<file path="src/rtl/press_gen_pkg.sv">
// Shared types and helpers for the press pulse generator: channel state
// encoding and the period/width clamp applied when a config is captured.
package press_gen_pkg;

    localparam int MAX_CH = 8;

    typedef enum logic [1:0] {
        IDLE = 2'd0,
        LOW  = 2'd1,
        HIGH = 2'd2,
        DONE = 2'd3
    } chan_state_e;

    typedef struct packed {
        logic [31:0] period;
        logic [31:0] width;
    } pw_cfg_t;

    // Guarantees at least one low and one high cycle per period.
    function automatic pw_cfg_t clamp_cfg(input logic [31:0] period, input logic [31:0] width);
        pw_cfg_t c;
        c.period = (period < 32'd2) ? 32'd2 : period;
        c.width  = (width == 32'd0) ? 32'd1 : width;
        if (c.width >= c.period)
            c.width = c.period - 32'd1;
        return c;
    endfunction

endpackage

</file>
<file path="src/rtl/press_chan.sv">
// One pulse channel: IDLE/LOW/HIGH/DONE sequencer with a shadow config that
// is promoted to the active config only when a new period starts.
module press_chan
    import press_gen_pkg::*;
#(
    parameter int CNT_W      = 27,
    parameter int DEF_PERIOD = 200010,
    parameter int DEF_WIDTH  = 10
) (
    input  logic             clk,
    input  logic             rst_n,
    input  logic             i_enable,
    input  logic             i_oneshot,
    input  logic             i_cfg_load,
    input  logic [CNT_W-1:0] i_cfg_period,
    input  logic [CNT_W-1:0] i_cfg_width,
    output logic             o_press,
    output logic             o_busy
);

    localparam pw_cfg_t          DEF_CFG = clamp_cfg(32'(DEF_PERIOD), 32'(DEF_WIDTH));
    localparam logic [CNT_W-1:0] DEF_P   = CNT_W'(DEF_CFG.period);
    localparam logic [CNT_W-1:0] DEF_W   = CNT_W'(DEF_CFG.width);
    localparam logic [CNT_W-1:0] ONE     = CNT_W'(1);

    chan_state_e      r_state, w_state_nxt;
    logic [CNT_W-1:0] r_cnt, w_cnt_nxt;
    logic [CNT_W-1:0] r_act_p, r_act_w;
    logic [CNT_W-1:0] r_shd_p, r_shd_w;
    logic             r_press, r_busy;
    logic             w_act_load;
    logic             w_low_end, w_high_end;
    pw_cfg_t          w_cfg;

    assign w_cfg = clamp_cfg(32'(i_cfg_period), 32'(i_cfg_width));

    generate
        if (CNT_W < 32) begin : g_hi
            logic w_unused_hi;
            assign w_unused_hi = ^{w_cfg.period[31:CNT_W], w_cfg.width[31:CNT_W]};
        end
    endgenerate

    always_ff @(posedge clk or negedge rst_n) begin
        if (!rst_n) begin
            r_shd_p <= DEF_P;
            r_shd_w <= DEF_W;
        end else if (i_cfg_load) begin
            r_shd_p <= CNT_W'(w_cfg.period);
            r_shd_w <= CNT_W'(w_cfg.width);
        end
    end

    assign w_low_end  = (r_cnt == r_act_p - r_act_w - ONE);
    assign w_high_end = (r_cnt == r_act_w - ONE);

    always_comb begin
        w_state_nxt = r_state;
        w_cnt_nxt   = r_cnt;
        w_act_load  = 1'b0;
        case (r_state)
            IDLE: begin
                if (i_enable) begin
                    w_state_nxt = LOW;
                    w_cnt_nxt   = '0;
                    w_act_load  = 1'b1;
                end
            end
            LOW: begin
                if (w_low_end) begin
                    w_state_nxt = HIGH;
                    w_cnt_nxt   = '0;
                end else begin
                    w_cnt_nxt = r_cnt + ONE;
                end
            end
            HIGH: begin
                if (w_high_end) begin
                    w_cnt_nxt = '0;
                    if (i_oneshot) begin
                        w_state_nxt = DONE;
                    end else begin
                        w_state_nxt = LOW;
                        w_act_load  = 1'b1;
                    end
                end else begin
                    w_cnt_nxt = r_cnt + ONE;
                end
            end
            DONE:    w_state_nxt = DONE;
            default: w_state_nxt = IDLE;
        endcase
        // Dropping enable aborts from any state, truncating a pulse if needed.
        if (!i_enable) begin
            w_state_nxt = IDLE;
            w_cnt_nxt   = '0;
            w_act_load  = 1'b0;
        end
    end

    always_ff @(posedge clk or negedge rst_n) begin
        if (!rst_n) begin
            r_state <= IDLE;
            r_cnt   <= '0;
            r_act_p <= DEF_P;
            r_act_w <= DEF_W;
            r_press <= 1'b0;
            r_busy  <= 1'b0;
        end else begin
            r_state <= w_state_nxt;
            r_cnt   <= w_cnt_nxt;
            if (w_act_load) begin
                r_act_p <= r_shd_p;
                r_act_w <= r_shd_w;
            end
            r_press <= (w_state_nxt == HIGH);
            r_busy  <= (w_state_nxt == LOW) || (w_state_nxt == HIGH);
        end
    end

    assign o_press = r_press;
    assign o_busy  = r_busy;

endmodule

</file>
<file path="src/rtl/press_pulse_gen.sv">
// Multi-channel periodic press generator. Rising-edge pending flags and the
// irq line exist only when PRESS_PULSE_GEN_IRQ_EN is defined; otherwise tied 0.
module press_pulse_gen
    import press_gen_pkg::*;
#(
    parameter int NUM_CH     = 2,
    parameter int CNT_W      = 27,
    parameter int DEF_PERIOD = 200010,
    parameter int DEF_WIDTH  = 10
) (
    input  logic              clk,
    input  logic              rst_n,
    input  logic [NUM_CH-1:0] enable,
    input  logic [NUM_CH-1:0] oneshot,
    input  logic [CNT_W-1:0]  cfg_period,
    input  logic [CNT_W-1:0]  cfg_width,
    input  logic [NUM_CH-1:0] cfg_load,
    output logic [NUM_CH-1:0] press,
    output logic [NUM_CH-1:0] busy,
    output logic [NUM_CH-1:0] irq_pend,
    input  logic [NUM_CH-1:0] irq_ack,
    output logic              irq
);

    logic [NUM_CH-1:0] w_press;
    logic [NUM_CH-1:0] w_busy;

    generate
        for (genvar g = 0; g < NUM_CH; g++) begin : g_chan
            press_chan #(
                .CNT_W      (CNT_W),
                .DEF_PERIOD (DEF_PERIOD),
                .DEF_WIDTH  (DEF_WIDTH)
            ) u_chan (
                .clk          (clk),
                .rst_n        (rst_n),
                .i_enable     (enable[g]),
                .i_oneshot    (oneshot[g]),
                .i_cfg_load   (cfg_load[g]),
                .i_cfg_period (cfg_period),
                .i_cfg_width  (cfg_width),
                .o_press      (w_press[g]),
                .o_busy       (w_busy[g])
            );
        end
    endgenerate

    assign press = w_press;
    assign busy  = w_busy;

`ifdef PRESS_PULSE_GEN_IRQ_EN
    logic [NUM_CH-1:0] r_press_d;
    logic [NUM_CH-1:0] r_pend;

    // A new rising edge beats an ack arriving in the same cycle.
    always_ff @(posedge clk or negedge rst_n) begin
        if (!rst_n) begin
            r_press_d <= '0;
            r_pend    <= '0;
        end else begin
            r_press_d <= w_press;
            r_pend    <= (r_pend & ~irq_ack) | (w_press & ~r_press_d);
        end
    end

    assign irq_pend = r_pend;
    assign irq      = |r_pend;
`else
    logic w_unused_ack;
    assign w_unused_ack = ^irq_ack;
    assign irq_pend     = '0;
    assign irq          = 1'b0;
`endif

endmodule
</file>
<file path="config.mk">
export PLATFORM = sky130hd
export DESIGN_NAME = press_pulse_gen
export DESIGN_NICKNAME = d
export VERILOG_FILES = /design/src/rtl/press_gen_pkg.sv /design/src/rtl/press_chan.sv /design/src/rtl/press_pulse_gen.sv
export SDC_FILE = /design/constraint.sdc
export NUM_CORES = 1
export LEC_CHECK = 0
export BUFFER_PORTS_ARGS = -buffer_cell sky130_fd_sc_hd__buf_2
export CAP_MARGIN = 25
export CORE_MARGIN = 2
export CORE_UTILIZATION = 30
export DETAILED_ROUTE_END_ITERATION = 8
export PLACE_DENSITY = 0.47
export SLEW_MARGIN = 30
export SYNTH_ARGS = -nofsm -noshare
export SYNTH_HDL_FRONTEND = slang
export SYNTH_SLANG_ARGS = --single-unit
</file>
<file path="constraint.sdc">
create_clock -name clk -period 4.46 [get_ports clk]
set_clock_uncertainty 0.15 [all_clocks]
set_input_delay 0.223 -clock clk [delete_from_list [all_inputs] [get_ports clk]]
set_output_delay 0.223 -clock clk [all_outputs]
set_load 0.05 [all_outputs]
</file>
==> results.txt <==
Vias in the first global route: 16700
Startpoint Class: input port
N_diodes: 0
First-pass GRT wire length: 103000 microns
Initial Util: 0.303
Max-cap violations: 0
CTS root buf: clkbuf_16
Fmax achieved: 0.232 GHz
Post-synth top area share: 0.300
Post-Syn Area: 19900 sq um
Slowest-stage cell, CP: dlygate4sd3_1
Initial antenna violation count: 1
Syn. warnings: 0
Util after Layout: 0.367
Commonest non-fill, non-tap cell in the layout: dfrtp_1
Number of synthesized register bits: 278
Routed vias/inst: 5.36
Cell count after synthesis: 2114
Syn-to-layout area delta: 21.1%
Routability cong.: 0.927
DPL Wire Length: 53400 microns
Sequential fraction of the synthesis area: 0.353
Peak supply drop: 202 uV
Max-slew violation total from the final report: 0
Non-Filler Instances: 3198
Die height: 261 microns
Core area: 65600 sq um
DR iter-0 viols: 1482
DRT Wirelength: 67700 microns
Die X-Extent: 261 microns
Min Clock Period, post-route: 4.32 ns
# rows: 94
Via count: 17100
Worst skew pair latency: 0.55 ns
Cell Chain, Critical Path: dlygate4sd3_1 -> buf_2 -> or4_4 -> nor4_4 -> buf_4 -> nand3_1 -> and2_0 -> ha_1 -> nor2b_1 -> o21a_1 -> o21a_1 -> o21ai_1 -> a21boi_0 -> o21ai_1 -> a2111oi_2 -> buf_4 -> nor3b_4 -> buf_12 -> clkbuf_16 -> mux2_2 -> mux2_2
Sink Count: 278
# setup viols final: 0
Final worst-path cycle share: 0.968
Top Ports: 71
Critical path class: in -> reg
Crit-path max FO: 8
Critical Path AT: 4.60 ns
Post-route ant nets: 0
Synthesized area per cell: 9.40 sq um
Largest cells by area after synthesis: dfrtp_1 30%, mux2_2 10%, ha_1 5.9%, dfstp_2 5.3%, xnor2_1 4.6%
H-tree levels: 2
CTS tree: yes
Prevailing post-synth register cell: dfrtp_1
Min-delay worst type: in -> reg
DIE AREA: 68300 sq um
Cts bufs inserted: 34
FFs w/ async S/R, synth: 1.00
P_leak: 10.0 nW
First-pass detailed-route iteration total: 6
Clk buf depth: 3
Outcome: completed
Unique cell type count in the Yosys netlist: 87
EDFF count, synth: 0
Slew @ Worst Pin: 1.29 ns
Routed wire length per instance: 21.2 microns
Grt ovf: 0
Area leader, netlist: dfrtp_1
Critical path required time: 4.74 ns
Relative slew slack: 0.134
Placed insts: 3086
Commonest non-fill, non-tap cells in the layout: 238 x dfrtp_1, 181 x mux2_2, 178 x buf_4
Layout cell share with drive strength beyond 1: 0.253
Slowest cell delay on critical path: 0.54 ns
Nets@finish: 2468
GRT Total Usage: 0.198
I/O Buffers: 65
Drt drc: 0
Clk slew on worst S/H paths: 0.06 ns
Power Total: 12.5 mW
Largest net degree at the start of global routing: 94
CP Capture Type: flip-flop
Power per cell area: 519 nW/um^2
Final hold violations: 0
==> kinds of logic after synthesis <==
logic type | share of synthesized area
DFF | 0.353
xor gates and xnor gates | 0.0708
AOI/OAI and AO/OA | 0.149
muxes | 0.152
buffers and inverters | 0.0539
other | 0.000189
and+or+nand+nor | 0.161
adders and majority gates | 0.0612
==> metrics by stage <==
stage          setup TNS [ns]  worst slack (ns)  instance area, sq um  hold slack [ns]
2_1_floorplan               0            0.0464                 19900           -0.223
3_3_place_gp            -5.60            -0.112                 22200            0.156
3_5_place_dp            -7.61            -0.167                 22200            0.157
4_1_cts             -0.000572         -0.000572                 23800          0.00133
5_1_grt                 -2.25           -0.0697                 24100           0.0311
6_report                    0             0.141                 24100           0.0414
==> report_power, final <==
group | switching [mW] | leakage, nW | total (mW) | internal (mW)
Combinational | 3.54 | 6.12 | 6.11 | 2.57
Clock | 1.17 | 0.581 | 3.00 | 1.83
Sequential | 0.386 | 3.34 | 3.37 | 2.98
Total | 5.09 | 10.0 | 12.5 | 7.38
==> cell usage after synthesis, drive strengths merged, types with 13 or more instances <==
cell type,number
a21o,21
xnor2,104
o211ai,37
nor2b,15
nand3,62
inv,111
dfstp,40
nand2,165
or3,20
nor2,101
a22o,13
or4,16
nand2b,19
clkbuf,117
xor2,54
and3,21
o21a,17
nor4,35
mux2,246
nand4,45
buf,27
mux2i,24
o2111ai,20
ha,94
o21ai,86
nor3,60
dfrtp,238
a21oi,103
o311ai,14
==> registers in the layout (all words and copies together) (netlist names) <==
signal / count
g_chan.u_chan.r_shd_w: 54
g_chan.u_chan.r_shd_p: 54
g_chan.u_chan.r_state: 4
g_chan.u_chan.o_busy: 2
g_chan.u_chan.r_cnt: 54
g_chan.u_chan.r_act_w: 54
g_chan.u_chan.r_act_p: 54
g_chan.u_chan.o_press: 2
==> path summary, 6_finish.rpt <==
check	start	to	slack [ns]	cells past startpoint
setup reg to reg	g_chan[1].u_chan.r_act_w[7]	g_chan[1].u_chan.r_act_w[0]	0.17	13
min in group asynchronous	rst_n	g_chan[1].u_chan.r_state[0]	0.14	2
hold / removal	cfg_period[4]	g_chan[1].u_chan.r_shd_p[4]	0.04	3
setup / recovery	cfg_period[14]	g_chan[1].u_chan.r_shd_w[15]	0.14	21
max in group asynchronous	rst_n	g_chan[0].u_chan.r_cnt[9]	2.90	3
hold reg to reg	g_chan[1].u_chan.r_shd_w[5]	g_chan[1].u_chan.r_act_w[5]	0.34	1
==> final cells by class <==
| class | instances | area (sq um) |
|---|---|---|
| inverter | 111 | 417 |
| sequential | 278 | 7010 |
| multi-input combinational | 1583 | 12000 |
| clock buffer | 48 | 1020 |
| fill | 6666 | 41600 |
| tap | 864 | 1080 |
| clock inverter | 14 | 188 |
| timing repair buffer | 300 | 2340 |
==> per-layer routing <==
layer  share of wire  up-vias  GRT usage
met3           0.057       65     0.0324
met2            0.43      483      0.295
met5          0.0010        -          0
li1                -     8094          -
met1            0.50     8485      0.297
met4           0.019        2     0.0456
==> what timing repair did <==
item,CTS,global route
setup buffers,0,4
pin swaps,2,16
hold endpoints to repair,171,0
endpoints found under the setup margin,24,213
hold buffers,44,0
resized for setup,6,36
cloned,1,1
==> worst max-delay path, delay by kind of cell <==
family | cells | cell delay (ns)
compound gates | 6 | 1.01
fa+ha+maj | 1 | 0.21
buf+inv | 6 | 1.42
mux | 2 | 0.55
simple gates | 6 | 1.18
(Power assumes the default switching activity.)
